`config.mk`:
```
export PLATFORM = sky130hd
export DESIGN_NAME = spi_slave_stream
export DESIGN_NICKNAME = d
export VERILOG_FILES = /design/src/rtl/spi_pkg.sv /design/src/rtl/spi_sync_edge.sv /design/src/rtl/spi_slave_stream.sv
export SDC_FILE = /design/constraint.sdc
export NUM_CORES = 1
export LEC_CHECK = 0
export ABC_AREA = 1
export ABC_CLOCK_PERIOD_IN_PS = 1400
export BUFFER_PORTS_ARGS = -buffer_cell sky130_fd_sc_hd__buf_4
export CAP_MARGIN = 20
export CORE_MARGIN = 2
export CORE_UTILIZATION = 30
export CTS_BUF_LIST = sky130_fd_sc_hd__clkbuf_4 sky130_fd_sc_hd__clkbuf_8 sky130_fd_sc_hd__clkbuf_16
export DETAILED_ROUTE_END_ITERATION = 10
export HOLD_SLACK_MARGIN = 0.08
export PLACE_DENSITY_LB_ADDON = 0.2
export SYNTH_ARGS = -nofsm -noshare
export SYNTH_HDL_FRONTEND = slang
export SYNTH_SLANG_ARGS = --single-unit
```
`constraint.sdc`:
```
create_clock -name clk -period 1.4 [get_ports clk]
set_input_delay 0.28 -clock clk [delete_from_list [all_inputs] [get_ports clk]]
set_output_delay 0.28 -clock clk [all_outputs]
set_load 0.01 [all_outputs]
```
`src/rtl/spi_pkg.sv`:
```
// Shared types and constants for the SPI slave stream block.
package spi_pkg;

  localparam int SPI_BYTE_W = 8;

  typedef enum logic [0:0] {
    ST_IDLE,
    ST_RX
  } spi_state_e;

endpackage

```
`src/rtl/spi_sync_edge.sv`:
```
// Multi-flop synchronizer for one asynchronous input, plus a history flop for edge detection.
module spi_sync_edge #(
  parameter int   STAGES    = 2,
  parameter logic RESET_VAL = 1'b0
) (
  input  logic clk,
  input  logic rst_n,
  input  logic din,
  output logic level,
  output logic rise,
  output logic fall
);

  logic [STAGES-1:0] sync;
  logic              hist;

  always_ff @(posedge clk or negedge rst_n) begin
    if (!rst_n) begin
      sync <= {STAGES{RESET_VAL}};
      hist <= RESET_VAL;
    end else begin
      sync <= {sync[STAGES-2:0], din};
      hist <= sync[STAGES-1];
    end
  end

  assign level = sync[STAGES-1];
  assign rise  = level & ~hist;
  assign fall  = ~level & hist;

endmodule

```
`src/rtl/spi_slave_stream.sv`:
```
// SPI slave receiver (CPHA=0, MSB first) that delivers bytes on a valid/ready stream
// with one pending byte of look-ahead so the last byte of a frame can be flagged.
module spi_slave_stream
  import spi_pkg::*;
#(
  parameter int   SYNC_STAGES = 2,
  parameter logic CPOL        = 1'b0
) (
  input  logic                  clk,
  input  logic                  rst_n,
  input  logic                  sclk,
  input  logic                  mosi,
  input  logic                  cs_n,
  output logic [SPI_BYTE_W-1:0] spi_rdata,
  output logic                  spi_rvalid,
  input  logic                  spi_rready,
  output logic                  spi_rlast,
  output logic                  overrun,
  output logic                  frame_err
);

  localparam int          STAGES   = (SYNC_STAGES < 2) ? 2 : SYNC_STAGES;
  localparam logic [3:0] BIT_LAST = 4'(SPI_BYTE_W - 1);

  logic sclk_lvl, sclk_rise, sclk_fall;
  logic mosi_lvl, mosi_rise, mosi_fall;
  logic cs_lvl, cs_rise, cs_fall;

  spi_sync_edge #(.STAGES(STAGES), .RESET_VAL(CPOL)) u_sync_sclk (
    .clk   (clk),
    .rst_n (rst_n),
    .din   (sclk),
    .level (sclk_lvl),
    .rise  (sclk_rise),
    .fall  (sclk_fall)
  );

  spi_sync_edge #(.STAGES(STAGES), .RESET_VAL(1'b0)) u_sync_mosi (
    .clk   (clk),
    .rst_n (rst_n),
    .din   (mosi),
    .level (mosi_lvl),
    .rise  (mosi_rise),
    .fall  (mosi_fall)
  );

  spi_sync_edge #(.STAGES(STAGES), .RESET_VAL(1'b1)) u_sync_cs (
    .clk   (clk),
    .rst_n (rst_n),
    .din   (cs_n),
    .level (cs_lvl),
    .rise  (cs_rise),
    .fall  (cs_fall)
  );

  logic unused_sync;
  assign unused_sync = ^{sclk_lvl, mosi_rise, mosi_fall, cs_lvl};

  // Blanks the cs_n fall that appears when reset releases mid-frame and the preset
  // synchronizer value drains out.
  logic [STAGES+1:0] warm;
  logic              ready;

  always_ff @(posedge clk or negedge rst_n) begin
    if (!rst_n) warm <= '0;
    else        warm <= {warm[STAGES:0], 1'b1};
  end
  assign ready = warm[STAGES+1];

  logic                  sample;
  spi_state_e            state;
  logic [3:0]            bit_cnt;
  logic [SPI_BYTE_W-1:0] shift_reg;
  logic [SPI_BYTE_W-1:0] pend_data;
  logic                  pend_v;
  logic [SPI_BYTE_W-1:0] byte_next;
  logic                  push_req;
  logic                  push_last;

  assign sample    = CPOL ? sclk_fall : sclk_rise;
  assign byte_next = {shift_reg[SPI_BYTE_W-2:0], mosi_lvl};

  always_comb begin
    push_req  = 1'b0;
    push_last = 1'b0;
    if (state == ST_RX) begin
      if (cs_rise) begin
        push_req  = pend_v;
        push_last = 1'b1;
      end else if (sample && bit_cnt == BIT_LAST) begin
        push_req = pend_v;
      end
    end
  end

  always_ff @(posedge clk or negedge rst_n) begin
    if (!rst_n) begin
      state      <= ST_IDLE;
      bit_cnt    <= '0;
      shift_reg  <= '0;
      pend_data  <= '0;
      pend_v     <= 1'b0;
      spi_rdata  <= '0;
      spi_rvalid <= 1'b0;
      spi_rlast  <= 1'b0;
      overrun    <= 1'b0;
      frame_err  <= 1'b0;
    end else begin
      overrun   <= 1'b0;
      frame_err <= 1'b0;

      if (spi_rvalid && spi_rready) spi_rvalid <= 1'b0;

      // Output slot is free or being drained this cycle; otherwise the older byte is lost.
      if (push_req) begin
        if (!spi_rvalid || spi_rready) begin
          spi_rdata  <= pend_data;
          spi_rlast  <= push_last;
          spi_rvalid <= 1'b1;
        end else begin
          overrun <= 1'b1;
        end
      end

      unique case (state)
        ST_IDLE: begin
          if (cs_fall && ready) begin
            state     <= ST_RX;
            bit_cnt   <= '0;
            shift_reg <= '0;
          end
        end
        ST_RX: begin
          if (cs_rise) begin
            pend_v    <= 1'b0;
            frame_err <= (bit_cnt != 4'd0);
            state     <= ST_IDLE;
          end else if (sample) begin
            shift_reg <= byte_next;
            if (bit_cnt == BIT_LAST) begin
              pend_data <= byte_next;
              pend_v    <= 1'b1;
              bit_cnt   <= '0;
            end else begin
              bit_cnt <= bit_cnt + 4'd1;
            end
          end
        end
        default: state <= ST_IDLE;
      endcase
    end
  end

endmodule

```
**Yosys cells after proc, flatten, opt, wreduce, memory -nomap -nowiden**

Cells that the tools add are included.

- Register bits: 45
- Input bits: 6
- Output and inout port bits: 12
- Logic and storage cells: 68

- Add/subtract/negate cells: 1
- Eq/ne operators: 4
- Multiplexer cells: 27
- Bitwise logic cells: 8
- Reduce and logical (&&, ||, !) cells: 12

Operators by type and width:

| kind | count |
|---|---|
| $mux W7 | 3 |
| $mux W1 | 17 |
| $mux W4 | 4 |
| $pmux W7 S2 | 1 |
| $pmux W4 S2 | 1 |
| $ne A2 B2 Y1 const B | 3 |
| $reduce_and A3 Y1 | 2 |
| $not A1 Y1 | 5 |
| $add A4 B1 Y4 const B | 1 |
| $eq A4 B3 Y1 const B | 1 |
| $reduce_and A4 Y1 | 1 |
| $reduce_bool A2 Y1 | 2 |
| $reduce_bool A4 Y1 | 1 |
| $and A1 B1 Y1 | 3 |
| $logic_and A1 B1 Y1 | 3 |
| $pmux W1 S2 | 1 |
| $reduce_and A2 Y1 | 1 |
| $logic_not A1 Y1 | 1 |
| $logic_or A1 B1 Y1 | 1 |

**Logic depth before layout (Yosys ltp)**

Gate-level depths: netlist (run 1).

- Depth after elaboration: 7
- Gate-level depth with buffers: 8
- Depth with buffers taken out: 8

**Hierarchy**

Synthesis (run 1) repeated with hierarchy kept, for this count alone.

- Cells, all modules: 165
- Area, all modules: 1771.7 um2

Modules (own cells, without submodules):

| module | instances | cells an instance | area each (um2) | seq. area each (um2) |
|---|---|---|---|---|
| spi_slave_stream | 1 | 144 | 1497.7 | 925.9 |
| spi_sync_edge at u_sync_mosi ... | 2 | 7 | 90.1 | 75.1 |
| spi_sync_edge at u_sync_cs | 1 | 7 | 93.8 | 78.8 |

**Worst setup path after synthesis (run 1)**

Ideal clock, no wire load.

- Path type: register -> register
- From: reg u_sync_cs.sync[1]
- To: reg spi_rdata[3]
- Setup time: 0.117 ns
- Arrival time: 1.110 ns
- Data required time: 1.283 ns
- Path slack: 0.173 ns
- Stages on the path, launching flop included: 8
- Path buffers: 0
- Period minus slack after synthesis: 1.227 ns
- Cell sequence: dfstp_2 inv_1 nor2_4 nand2_1 nand2_4 nand3_4 nand2_1 nand2_1

- Word-level cells in the longest chain between the ends: 4

RTL lines:

| element | line | text |
|---|---|---|
| from (decl) | spi_sync_edge.sv:14 | `logic [STAGES-1:0] sync;` |
| from (signal assigned) | spi_sync_edge.sv:19 | `sync <= {STAGES{RESET_VAL}};` |
| from (signal assigned) | spi_sync_edge.sv:22 | `sync <= {sync[STAGES-2:0], din};` |
| $and A1 B1 Y1 | spi_sync_edge.sv:28 | `assign rise = level & ~hist;` |
| $mux W1 | spi_slave_stream.sv:87 | `if (cs_rise) begin` |
| $mux W1 | spi_slave_stream.sv:86 | `if (state == ST_RX) begin` |
| $reduce_and A2 Y1 (no source line) | n/a |  |
| to (signal assigned) | spi_slave_stream.sv:117 | `spi_rdata <= pend_data;` |
| to (decl) | spi_slave_stream.sv:14 | `output logic [SPI_BYTE_W-1:0] spi_rdata,` |

No other way between the ends.
A chain may end at the register's enable or synchronous reset.

**Worst setup path in the final report (run 1)**

- From: reg bit_cnt[0]
- To: reg spi_rdata[7]

- Word-level cells in the longest chain between the ends: 6

RTL lines:

| element | line | text |
|---|---|---|
| from (decl) | spi_slave_stream.sv:72 | `logic [3:0] bit_cnt;` |
| from (signal assigned) | spi_slave_stream.sv:145 | `bit_cnt <= bit_cnt + 4'd1;` |
| $eq A4 B3 Y1 | spi_slave_stream.sv:90 | `end else if (sample && bit_cnt == BIT_LAST) begin` |
| $logic_and A1 B1 Y1 | spi_slave_stream.sv:90 |  |
| $mux W1 | spi_slave_stream.sv:90 |  |
| $mux W1 | spi_slave_stream.sv:87 |  |
| $mux W1 | spi_slave_stream.sv:86 |  |
| $reduce_and A2 Y1 (no source line) | n/a |  |

No other way between the ends.

==> results of run 1 <==
==> cells in the mapped netlist (2+ instances only) <==
cell,n,area share
nand4_1,10,0.036
nand2_4,3,0.019
o22ai_1,7,0.025
nor2_1,2,0.0043
ha_1,2,0.014
nor2_4,2,0.013
nand3_1,4,0.011
inv_1,17,0.036
dfrtp_1,42,0.60
buf_2,2,0.0057
nand2_2,2,0.0071
nand2_1,36,0.077
inv_2,2,0.0043
o21ai_1,2,0.0057
o21ai_0,10,0.028
dfstp_2,3,0.045
==> worst max-delay path, delay by kind of cell, from the launching register on <==
family                   cells  cell delay (ps)
AND/OR/NAND/NOR              7              670
adder cells (fa/ha/maj)      1              200
flip-flops                   1              370
==> timing repair <==
item,4_1_cts,5_1_grt
setup endpoints to repair,9,21
pin swaps,2,3
hold endpoints to repair,43,0
hold buffers,2,0
gates cloned,1,1
resized for setup,2,10
buffers inserted,3,1
==> cells by family (layout without fill, tap and decap cells) <==
| family | count (synthesis) | after routing | synth area share |
|---|---|---|---|
| simple gates | 64 | 66 | 0.202 |
| xor+xnor | 1 | 1 | 0.00499 |
| other cells | 1 | 1 | 0.00213 |
| flops | 45 | 45 | 0.643 |
| compound gates | 22 | 22 | 0.0726 |
| fa+ha+maj | 2 | 2 | 0.0142 |
| buf+inv | 23 | 52 | 0.0613 |
==> how the worst max path moves through the flow <==
stage,end,cells after the start,start,slack (ps)
after floorplan,spi_rdata[3]$_DFFE_PN0P_,7,u_sync_cs.sync[1]$_DFF_PN1_,170
after global placement,spi_rdata[5]$_DFFE_PN0P_,8,bit_cnt[0]$_DFFE_PN0P_,30
after detailed placement,spi_rdata[7]$_DFFE_PN0P_,8,bit_cnt[0]$_DFFE_PN0P_,-30
after CTS,spi_rdata[4]$_DFFE_PN0P_,8,bit_cnt[0]$_DFFE_PN0P_,8
after global routing,pend_data[6]$_DFFE_PN0P_,6,bit_cnt[0]$_DFFE_PN0P_,-70
final,spi_rdata[7]$_DFFE_PN0P_,8,bit_cnt[0]$_DFFE_PN0P_,20
==> routing by layer <==
layer	share of wire	track usage	up-vias
li1	-	-	579
met1	0.49	0.135	546
met2	0.45	0.153	25
met3	0.049	0.0303	7
met4	0.015	0.0458	0
met5	0	0	-
==> final cells by class <==
cell class / count / share of cell area
flip-flops and latches: 45 / 0.525
clock buffers: 6 / 0.0354
multi-input cells: 92 / 0.271
clock inverters: 2 / 0.00465
well taps: 72 / 0.0418
inverters: 19 / 0.0331
repair buffers: 25 / 0.0895
==> stage by stage <==
stage | setup TNS (ps) | setup WS, ps | instance area [sq um]
after CTS | 0 | 7.88 | 2100
after floorplan | 0 | 173 | 1760
final | 0 | 22.8 | 2150
after global routing | -799 | -66.9 | 2150
after detailed placement | -182 | -30.1 | 1950
after global placement | 0 | 34.1 | 1950
==> power by group through the flow <==
stage / Combinational [uW] / Sequential [uW] / Clock [uW]
floorplan: 99.8 / 1390 / 0
global placement: 147 / 1390 / 0
detailed placement: 153 / 1390 / 0
CTS: 176 / 1370 / 803
global route: 208 / 1380 / 863
finish: 184 / 1370 / 775
==> results.py, run 1 <==
metrics = {
    "sta": {
        "finClkSkew_ps": 7.70,
        "tightest_slew_ps": 551,
        "slew_headroom": 0.633,
        "rsz0062_at_grt": "yes",
        "timing.fmax_mhz": 726,
        "hold_viol": 0,
        "setup_viol": 0,
        "finalCritPeriodShare": 0.984,
        "hold_slack_ps": 94.7,
        "finalCriticalPeriod_ps": 1380,
        "drv_slew": 0,
    },
    "synth": {
        "syn_area_sq_um": 1760,
        "yosys_warnings": 0,
        "synth.net_count": 166,
        "yosysSeqAreaShare": 0.643,
        "synthCells": 158,
        "synth_enable_flop_cells": 0,
        "synth.avg_cell_area_sq_um": 11.1,
        "synth_cell_types": 28,
        "ys_async_sr_fraction": 1.00,
        "synth_top_flop_cell": "dfrtp_1",
        "ys_seq_elements": 45,
    },
    "critical_path": {
        "cp-end-kind": "flop",
        "critical_path_peak_fanout": 6,
        "criticalPathCategory": "flop to flop",
        "regToRegSetupSlack_ps": 20,
        "cp_common_cell": "nand2_1",
        "crit_chain": "ha_2 -> nand2_2 -> nor2_4 -> nand2_4 -> nand2_8 -> nand3_4 -> nand2_1 -> nand2_1",
        "r2r-end": "spi_rdata[7]$_DFFE_PN0P_",
        "max_stage_delay_ps": 370,
        "cp-start-kind": "flop",
        "worstPathRequired_ps": 1580,
        "crit_slowest_cell": "dfrtp_1",
        "crit_arrival_ps": 1560,
        "worstRegToRegCells": 8,
        "r2r_start": "bit_cnt[0]$_DFFE_PN0P_",
    },
    "floorplanning": {
        "rows": 27,
        "die-area_sq_um": 6480,
        "die_h_microns": 80.5,
        "fp.dieW_microns": 80.5,
        "start_util": 0.315,
        "pin_count": 18,
        "core_area_sq_um": 5570,
    },
    "global_route": {
        "grt.total_usage": 0.102,
        "grt_pass1_wl_mm": 5.06,
        "grt_max_degree": 46,
        "gr-total-overflow": 0,
        "grt_antenna_before_repair": 0,
        "first_global_vias": 1082,
    },
    "final_layout": {
        "final_cell_mix": "42 x dfrtp_1, 32 x nand2_1, 23 x buf_4",
        "final_common_cell": "dfrtp_1",
        "area_growth_pct": 22.6,
        "multi_input_area_sq_um": 583,
        "finalNetCount": 196,
        "fin_cells": 261,
        "antenna_cells": 0,
        "num-fill-cells": 538,
        "ff_latch_area_sq_um": 1130,
        "postLayoutCoreUtil": 0.386,
        "drive_gt1_frac": 0.307,
    },
    "clock_network": {
        "numCtsBuffers": 5,
        "path_clk_slew_ps": 80,
        "cts_htree_levels": 2,
        "clk_latency_ps": 290,
        "cts.sinks": 45,
        "cts_buffer_depth": 2,
        "cts_tree": "yes",
        "cts-root-buf": "clkbuf_8",
    },
    "placement": {
        "portBuffers": 17,
        "dpl.hpwl_mm": 2.04,
        "place.gp.congestion": 0.730,
        "dp.cells": 245,
    },
    "power": {
        "leakage_uw": 0.00107,
        "switchingPower_uw": 550,
        "p_int_uw": 1780,
        "seqPwrFrac": 0.588,
        "switching_share": 0.236,
        "power.share.clock": 0.333,
        "power.total_uw": 2330,
        "peakVddDrop_uv": 487,
        "combinationalPowerShare": 0.079,
        "power_density_nw_per_um2": 1080,
    },
    "worst_hold_path": {
        "hold-path-cell-count": 1,
        "holdCritStartpoint": "mosi",
        "holdPathEnd": "u_sync_mosi.sync[0]$_DFF_PN0_",
        "min_path_type": "input pin to flop",
    },
    "route": {
        "vias_per_cell": 4.43,
        "drc_errors": 0,
        "drtPass1Iterations": 4,
        "routed_wl_mm": 3.05,
        "wire_per_inst_microns": 11.7,
        "drtIter0Drc": 45,
        "ant_nets": 0,
        "vias": 1157,
    },
    "run": {
        "drv_cap": 0,
    },
    "run_status": {
        "status": "finished, final reports clean",
    },
}
Note: power is estimated with default switching activity, not from simulation.
==> run 2: changes to the inputs <==
- BUFFER_PORTS_ARGS: -buffer_cell sky130_fd_sc_hd__buf_4 -> default
- CELL_PAD_IN_SITES_DETAIL_PLACEMENT: default -> 1
- CELL_PAD_IN_SITES_GLOBAL_PLACEMENT: default -> 1
- DONT_BUFFER_PORTS: default -> 1
- SKIP_LAST_GASP: default -> 1
==> run 2 against run 1 <==
Against the previous run: register-to-register slack barely moved; clock skew rose by 2.4 ps; worst setup slack improved by 10 ps; critical endpoint is now spi_rdata[0]$_DFFE_PN0P_; power rose by 12%; highest routed layer unchanged.
==> results.py, run 2 (synthesis gave the netlist of run 1 again) <==
metrics = {
    "sta": {
        "setup_slack_ps": 33.0,
        "hold_viol": 0,
        "finalCriticalPeriod_ps": 1370,
        "rsz0062_at_grt": "yes",
        "slew_headroom": 0.628,
        "timing.fmax_mhz": 732,
        "finClkSkew_ps": 10.1,
        "drv_slew": 0,
        "setup_tns_ps": 0,
        "tightest_slew_ps": 557,
        "finalCritPeriodShare": 0.976,
        "setup_viol": 0,
    },
    "final_layout": {
        "num-fill-cells": 612,
        "drive_gt1_frac": 0.289,
        "finalNetCount": 187,
        "final_common_cell": "dfrtp_1",
        "area_growth_pct": 24.2,
        "antenna_cells": 0,
        "final_cell_mix": "42 x dfrtp_1, 27 x nand2_1, 17 x inv_1",
    },
    "global_route": {
        "gr-total-overflow": 0,
        "grt_pass1_wl_mm": 5.73,
        "grt.total_usage": 0.117,
        "grt_antenna_before_repair": 0,
        "grt_max_degree": 46,
        "first_global_vias": 1240,
    },
    "run": {
        "drv_cap": 0,
    },
    "clock_network": {
        "clk_latency_ps": 300,
        "cts_buffer_depth": 2,
        "cts-root-buf": "clkbuf_8",
        "cts_tree": "yes",
        "numCtsBuffers": 5,
        "cts.sinks": 45,
        "cts_htree_levels": 2,
        "path_clk_slew_ps": 80,
    },
    "critical_path": {
        "r2r_start": "bit_cnt[1]$_DFFE_PN0P_",
        "worstRegToRegCells": 8,
        "crit_cells": 8,
        "cp-start-kind": "flop",
        "r2r-end": "spi_rdata[0]$_DFFE_PN0P_",
        "path_buf_inv": 0,
        "crit_arrival_ps": 1560,
        "cp_top_family": "simple AND/OR/NAND/NOR gates",
        "criticalPathCategory": "flop to flop",
        "regToRegSetupSlack_ps": 30,
        "cp-end-kind": "flop",
        "worstPathRequired_ps": 1590,
        "cp_common_cell": "nand2_1",
        "crit_chain": "ha_2 -> nand2_2 -> nor2_4 -> nand2_4 -> nand2_8 -> nand3_4 -> nand2_1 -> nand2_1",
        "crit_slowest_cell": "dfrtp_1",
        "critical_path_peak_fanout": 6,
        "max_stage_delay_ps": 370,
    },
    "worst_hold_path": {
        "hold-path-cell-count": 0,
        "holdCritStartpoint": "u_sync_mosi.sync[0]$_DFF_PN0_",
        "holdPathEnd": "u_sync_mosi.sync[1]$_DFF_PN0_",
        "min_path_type": "flop to flop",
    },
    "route": {
        "routed_wl_mm": 3.44,
        "wire_per_inst_microns": 13.6,
        "ant_nets": 0,
        "drtPass1Iterations": 2,
        "drtIter0Drc": 46,
        "vias_per_cell": 4.58,
        "drc_errors": 0,
        "vias": 1154,
    },
    "placement": {
        "dpl.hpwl_mm": 2.35,
        "portBuffers": 0,
        "detailedPlace.worstSlack_ps": -45.0,
        "place.gp.congestion": 0.715,
    },
    "floorplanning": {
        "core_area_sq_um": 5570,
        "die-area_sq_um": 6480,
        "start_util": 0.315,
        "fp.dieW_microns": 80.5,
        "rows": 27,
        "die_h_microns": 80.5,
        "pin_count": 18,
    },
    "power": {
        "power_density_nw_per_um2": 1190,
        "peakVddDrop_uv": 367,
        "leakage_uw": 0.00104,
    },
    "run_status": {
        "status": "finished, final reports clean",
    },
}
[run 2: cell type report]
type	instances	area, sq um	share of cell area
inverters	19	71.3	0.0327
flip-flops and latches	45	1130	0.518
well taps	72	90.1	0.0413
clock buffers	6	82.6	0.0378
clock inverters	2	37.5	0.0172
multi-input cells	92	617	0.283
repair buffers	16	154	0.0705
[run 2: worst max path at each step]
stage | slack (ps) | start | to
2_1_floorplan | 170 | u_sync_cs.sync[1]$_DFF_PN1_ | spi_rdata[3]$_DFFE_PN0P_
3_3_place_gp | 40 | bit_cnt[0]$_DFFE_PN0P_ | spi_rdata[6]$_DFFE_PN0P_
3_5_place_dp | -50 | bit_cnt[1]$_DFFE_PN0P_ | spi_rdata[6]$_DFFE_PN0P_
4_1_cts | -10 | bit_cnt[1]$_DFFE_PN0P_ | pend_data[6]$_DFFE_PN0P_
5_1_grt | -60 | bit_cnt[1]$_DFFE_PN0P_ | spi_rdata[0]$_DFFE_PN0P_
6_report | 30 | bit_cnt[1]$_DFFE_PN0P_ | spi_rdata[0]$_DFFE_PN0P_
[run 2: through the flow]
stage                      util  std cells  hold WS (ps)  cell area, sq um  power [uW]
after floorplan               -        158         -15.6              1760        1490
after global placement    0.329        229         -14.6              1830        1510
final                     0.391        252           353              2180        2600
after CTS                 0.369        245           355              2060        2620
after global routing      0.391        252           359              2180        2720
after detailed placement  0.329        229         -14.6              1830        1520
[run 2: routing by layer]
| metal | share of wire | track usage |
|---|---|---|
| met4 | 0.015 | 0.0458 |
| met2 | 0.51 | 0.204 |
| met5 | 0 | 0 |
| met1 | 0.43 | 0.130 |
| met3 | 0.040 | 0.0427 |
[run 2: worst register-to-register path, delay by kind of cell (launching register included)]
kind / cells / cell delay, ps
flip-flops: 1 / 370
adder cells (fa/ha/maj): 1 / 200
AND/OR/NAND/NOR: 7 / 700
[run 2: timing repair]
item / 4_1_cts / 5_1_grt
gates cloned: 1 / 1
hold endpoints to repair: 48 / 0
pin swaps: 1 / 9
endpoints found under the setup margin: 10 / 29
resized for setup: 3 / 16
hold buffers: 5 / 0
setup buffers: 2 / 6
[run 2: power breakdown]
part	internal, uW	switching [uW]
combinational	78.9	127
sequential	1350	23.4
clock	580	441
